`config.mk`:
```
export PLATFORM = sky130hd
export DESIGN_NAME = counter_4
export DESIGN_NICKNAME = d
export VERILOG_FILES = /design/src/rtl/counter_4.sv
export SDC_FILE = /design/constraint.sdc
export NUM_CORES = 1
export LEC_CHECK = 0
export ABC_AREA = 0
export BUFFER_PORTS_ARGS = -buffer_cell sky130_fd_sc_hd__buf_2
export CORE_AREA = 2 2 39 41
export CTS_CLUSTER_DIAMETER = 40
export DETAILED_ROUTE_END_ITERATION = 16
export DIE_AREA = 0 0 41 43
export HOLD_SLACK_MARGIN = 0.03
export PLACE_DENSITY = 0.53
export SYNTH_ARGS = -nofsm -noshare
export SYNTH_HDL_FRONTEND = slang
export SYNTH_SLANG_ARGS = --single-unit
```
`constraint.sdc`:
```
create_clock -name clock -period 2 [get_ports clock]
set_input_delay 0.1 -clock clock [delete_from_list [all_inputs] [get_ports clock]]
set_output_delay 0.1 -clock clock [all_outputs]
set_load 0.01 [all_outputs]
```
`src/rtl/counter_4.sv`:
```
// counter_4: 4-bit ping-pong (triangle) counter, 0..15..0, dwelling one cycle at each end (32-cycle period).
// Optional COUNTER4_STATUS_EN adds the dir/turn status outputs.
module counter_4 (
    input  logic       clock,
    input  logic       reset,
    output logic [3:0] out
`ifdef COUNTER4_STATUS_EN
    ,
    output logic       dir,
    output logic       turn
`endif
);

    typedef enum logic {
        ST_DOWN = 1'b0,
        ST_UP   = 1'b1
    } state_t;

    state_t      r_state;
    state_t      w_state_next;
    logic [3:0]  r_count;
    logic [3:0]  w_count_next;

    always_ff @(posedge clock or negedge reset) begin
        if (!reset) begin
            r_state <= ST_UP;
            r_count <= '0;
        end else begin
            r_state <= w_state_next;
            r_count <= w_count_next;
        end
    end

    // At an endpoint the count holds and only the direction flips, so the
    // endpoint value appears twice and the count never wraps.
    always_comb begin
        w_state_next = r_state;
        w_count_next = r_count;
        case (r_state)
            ST_UP: begin
                if (r_count == 4'hF) w_state_next = ST_DOWN;
                else                 w_count_next = r_count + 4'd1;
            end
            ST_DOWN: begin
                if (r_count == 4'h0) w_state_next = ST_UP;
                else                 w_count_next = r_count - 4'd1;
            end
            default: begin
                w_state_next = ST_UP;
                w_count_next = '0;
            end
        endcase
    end

    assign out = r_count;

`ifdef COUNTER4_STATUS_EN
    logic r_turn;
    logic w_hold;

    // A direction change is exactly a hold edge; turn flags the repeated cycle.
    assign w_hold = (w_state_next != r_state);

    always_ff @(posedge clock or negedge reset) begin
        if (!reset) r_turn <= 1'b0;
        else        r_turn <= w_hold;
    end

    assign dir  = (r_state == ST_UP);
    assign turn = r_turn;
`endif

endmodule

```
==> run_results.csv <==
group,metric,value,unit
finish,fin_nets,53,
clock_tree,cts.sinks,5,
power,power_leakage,0.170,nW
logic_synthesis,syn_nets,40,
power,total_power,0.221,mW
floorplan,num_io_pins,6,
clock_tree,cts_buffer_depth,2,
timing,hold_viol_final,0,
grt,grt_use_total,9.17,%
timing,finalCritPeriodShare,90.5,%
drt,dr.first_iter.drc_count,0,
setup_path,cp-start-kind,"flop",
min_path,hp-class,"in -> async",
clock_tree,path_clk_slew,0.04,ns
setup_path,rr_endpoint,"out[3]",
finish,layout-drive-gt1-share,25.5,%
clock_tree,root_buffer,"clkbuf_4",
logic_synthesis,synth_ff_type,"dfrtp_1",
drt,routed_wl,636,µm
finish,diodes,0,
logic_synthesis,synthesis.area,325,µm²
setup_path,crit_path_end_kind,"flop",
floorplan,rows,14,
drt,routedWlPerCell,10.1,µm
drt,drt-vias-per-instance,4.76,
floorplan,start_util,23.5,%
logic_synthesis,synthCells,35,
grt,grt_max_degree,10,
drt,ant_nets,0,
power,p_per_area,525,nW/µm²
timing,rsz0062_at_grt,"false",
logic_synthesis,synth_area_leaders,"dfrtp_1 (31%), dfstp_2 (8.1%), ha_1 (7.7%)",
logic_synthesis,synth_common_cells,"a21oi_1 (4), dfrtp_1 (4), inv_1 (3), nand2_1 (3), nor2_1 (3)",
logic_synthesis,yosys_warnings,0,
setup_path,crit_end,"out[3]",
job,maxCapViolations,0,
timing,fin_crit,1.81,ns
clock_tree,htree_levels,1,
drt,vias,300,
placed_design,dpl.hpwl,516,µm
clock_tree,numCtsBuffers,3,
timing,max_freq,552,MHz
grt,antenna_found_initial,0,
placed_design,io_buffers,5,
logic_synthesis,synth_seq_cells,5,
grt,grt_pass1_wl,1.03,mm
clock_tree,cts_resized,0,
finish,num-fill-cells,155,
setup_path,r2r-start,"r_state",
setup_path,startpoint,"r_state",
power,peakVddDrop,0.335,mV
outcome,status,"completed",
grt,grt_remaining_overflow,0,
grt,grt_pass1_vias,285,
timing,finClkSkew,0.00344,ns
setup_path,rr_worst_depth,6,
placed_design,place.gp.congestion,0.703,
setup_path,cp.required,2.12,ns
timing,slew_violations,0,
floorplan,die-area,1760,µm²
setup_path,rrSetupSlack,0.19,ns
logic_synthesis,syn_area_per_cell,9.29,µm²
setup_path,arrival,1.93,ns
finish,area_growth,29.6,%
timing,max_slew_margin,69.4,%
logic_synthesis,synth.distinct_cells,19,
timing,setup_viol,0,
drt,first_pass_iters,1,
floorplan,die_x,41,µm
logic_synthesis,async_flop_share,100,%
floorplan,core,1380,µm²
clock_tree,clock_latency,0.24,ns
logic_synthesis,ys_seq_area_share,38.8,%
setup_path,path_class,"reg -> reg",
timing,worst_pin_slew,0.454,ns
logic_synthesis,synth_edf_count,0,
floorplan,die_h,43,µm
drt,route.detailed.drc,0,
setup_path,cp_max_fo,7,
clock_tree,tritoncts,"built",
logic_synthesis,synth_top_area_share,30.8,%
logic_synthesis,yosys.area.top_type,"dfrtp_1",
timing,setup-tns-final,0,ns
-- per-stage QoR --
step / utilization, % / instances / worst slack, ns / instance area [µm²] / hold WS [ns]
global placement: 27.8 / 58 / 0.168 / 385 / -0.0814
detailed placement: 27.8 / 58 / 0.171 / 385 / -0.0798
finish: 30.5 / 63 / 0.190 / 422 / 0.200
global route: 30.5 / 63 / 0.0372 / 422 / 0.228
CTS: 30.5 / 63 / 0.174 / 422 / 0.196
floorplan: - / 35 / 0.226 / 325 / -0.196
-- per-layer routing --
layer	GRT usage, %	wire length [µm]
met1	8.47	286
met5	0	0
met4	2.00	0
met2	14.7	308
met3	7.85	40
-- area by class of cell --
class                   instances  area (µm²)  area share, %
multi-input cells              27         188           44.5
flip-flops and latches          5         126           30.0
repair buffers                  8        50.0           11.9
clock buffers                   4        26.3           6.23
well taps                      16        20.0           4.75
inverters                       3        11.3           2.67
-- sequential cells by signal, indices dropped and copies added (netlist names) --
signal / cells
r_state: 1
out: 4
-- logic make-up after synthesis --
kind of cell | after synthesis | synth area share [%]
AO/OA/AOI/OAI | 10 | 21.2
adder cells (fa/ha/maj) | 3 | 13.8
buffers and inverters | 3 | 3.46
flip-flops | 5 | 38.8
XOR/XNOR | 1 | 2.69
AND/OR/NAND/NOR | 13 | 20.0
-- how the worst min path moves through the flow --
| stage | depth (start not counted) | end | from |
|---|---|---|---|
| after floorplan | 0 | out[0] | reset |
| after global placement | 1 | out[3] | reset |
| after detailed placement | 1 | out[3] | reset |
| after CTS | 2 | out[3] | reset |
| after global routing | 2 | out[0] | reset |
| final | 2 | out[3] | reset |
-- power by group --
part	switching (mW)	total [mW]	leakage, nW	internal (mW)
sequential	0	0.102	0.0458	0.102
clock	0.0402	0.116	0.0150	0.0753
combinational	0.00203	0.00402	0.109	0.00198
-- placed cells by master (no fill, tap or decap) --
cell type / instances
clkbuf_1: 1
fa_1: 1
nand3_1: 2
nand2_1: 3
dfstp_2: 1
or3_1: 2
or2b_1: 1
ha_1: 2
nor2_1: 3
o32ai_1: 1
inv_1: 3
a21oi_2: 1
nand4_1: 1
xnor2_1: 1
buf_4: 2
o21a_1: 2
dlygate4sd3_1: 1
buf_2: 5
dfrtp_1: 4
a21boi_0: 1
a2111oi_0: 1
clkbuf_4: 3
a21oi_1: 4
nor4_1: 1
-- timing repair --
action,in CTS,in global routing
setup buffers,0,0
hold buffers,1,0
endpoints found under the hold margin,5,0
-- critical path, stage by stage (launching register included) --
cell,delay [ns]
dfstp_2,0.57
inv_1,0.08
ha_1,0.33
a21oi_2,0.14
nand2_1,0.08
a21boi_0,0.12
or3_1,0.36
Note: power is estimated with default switching activity, not from simulation.
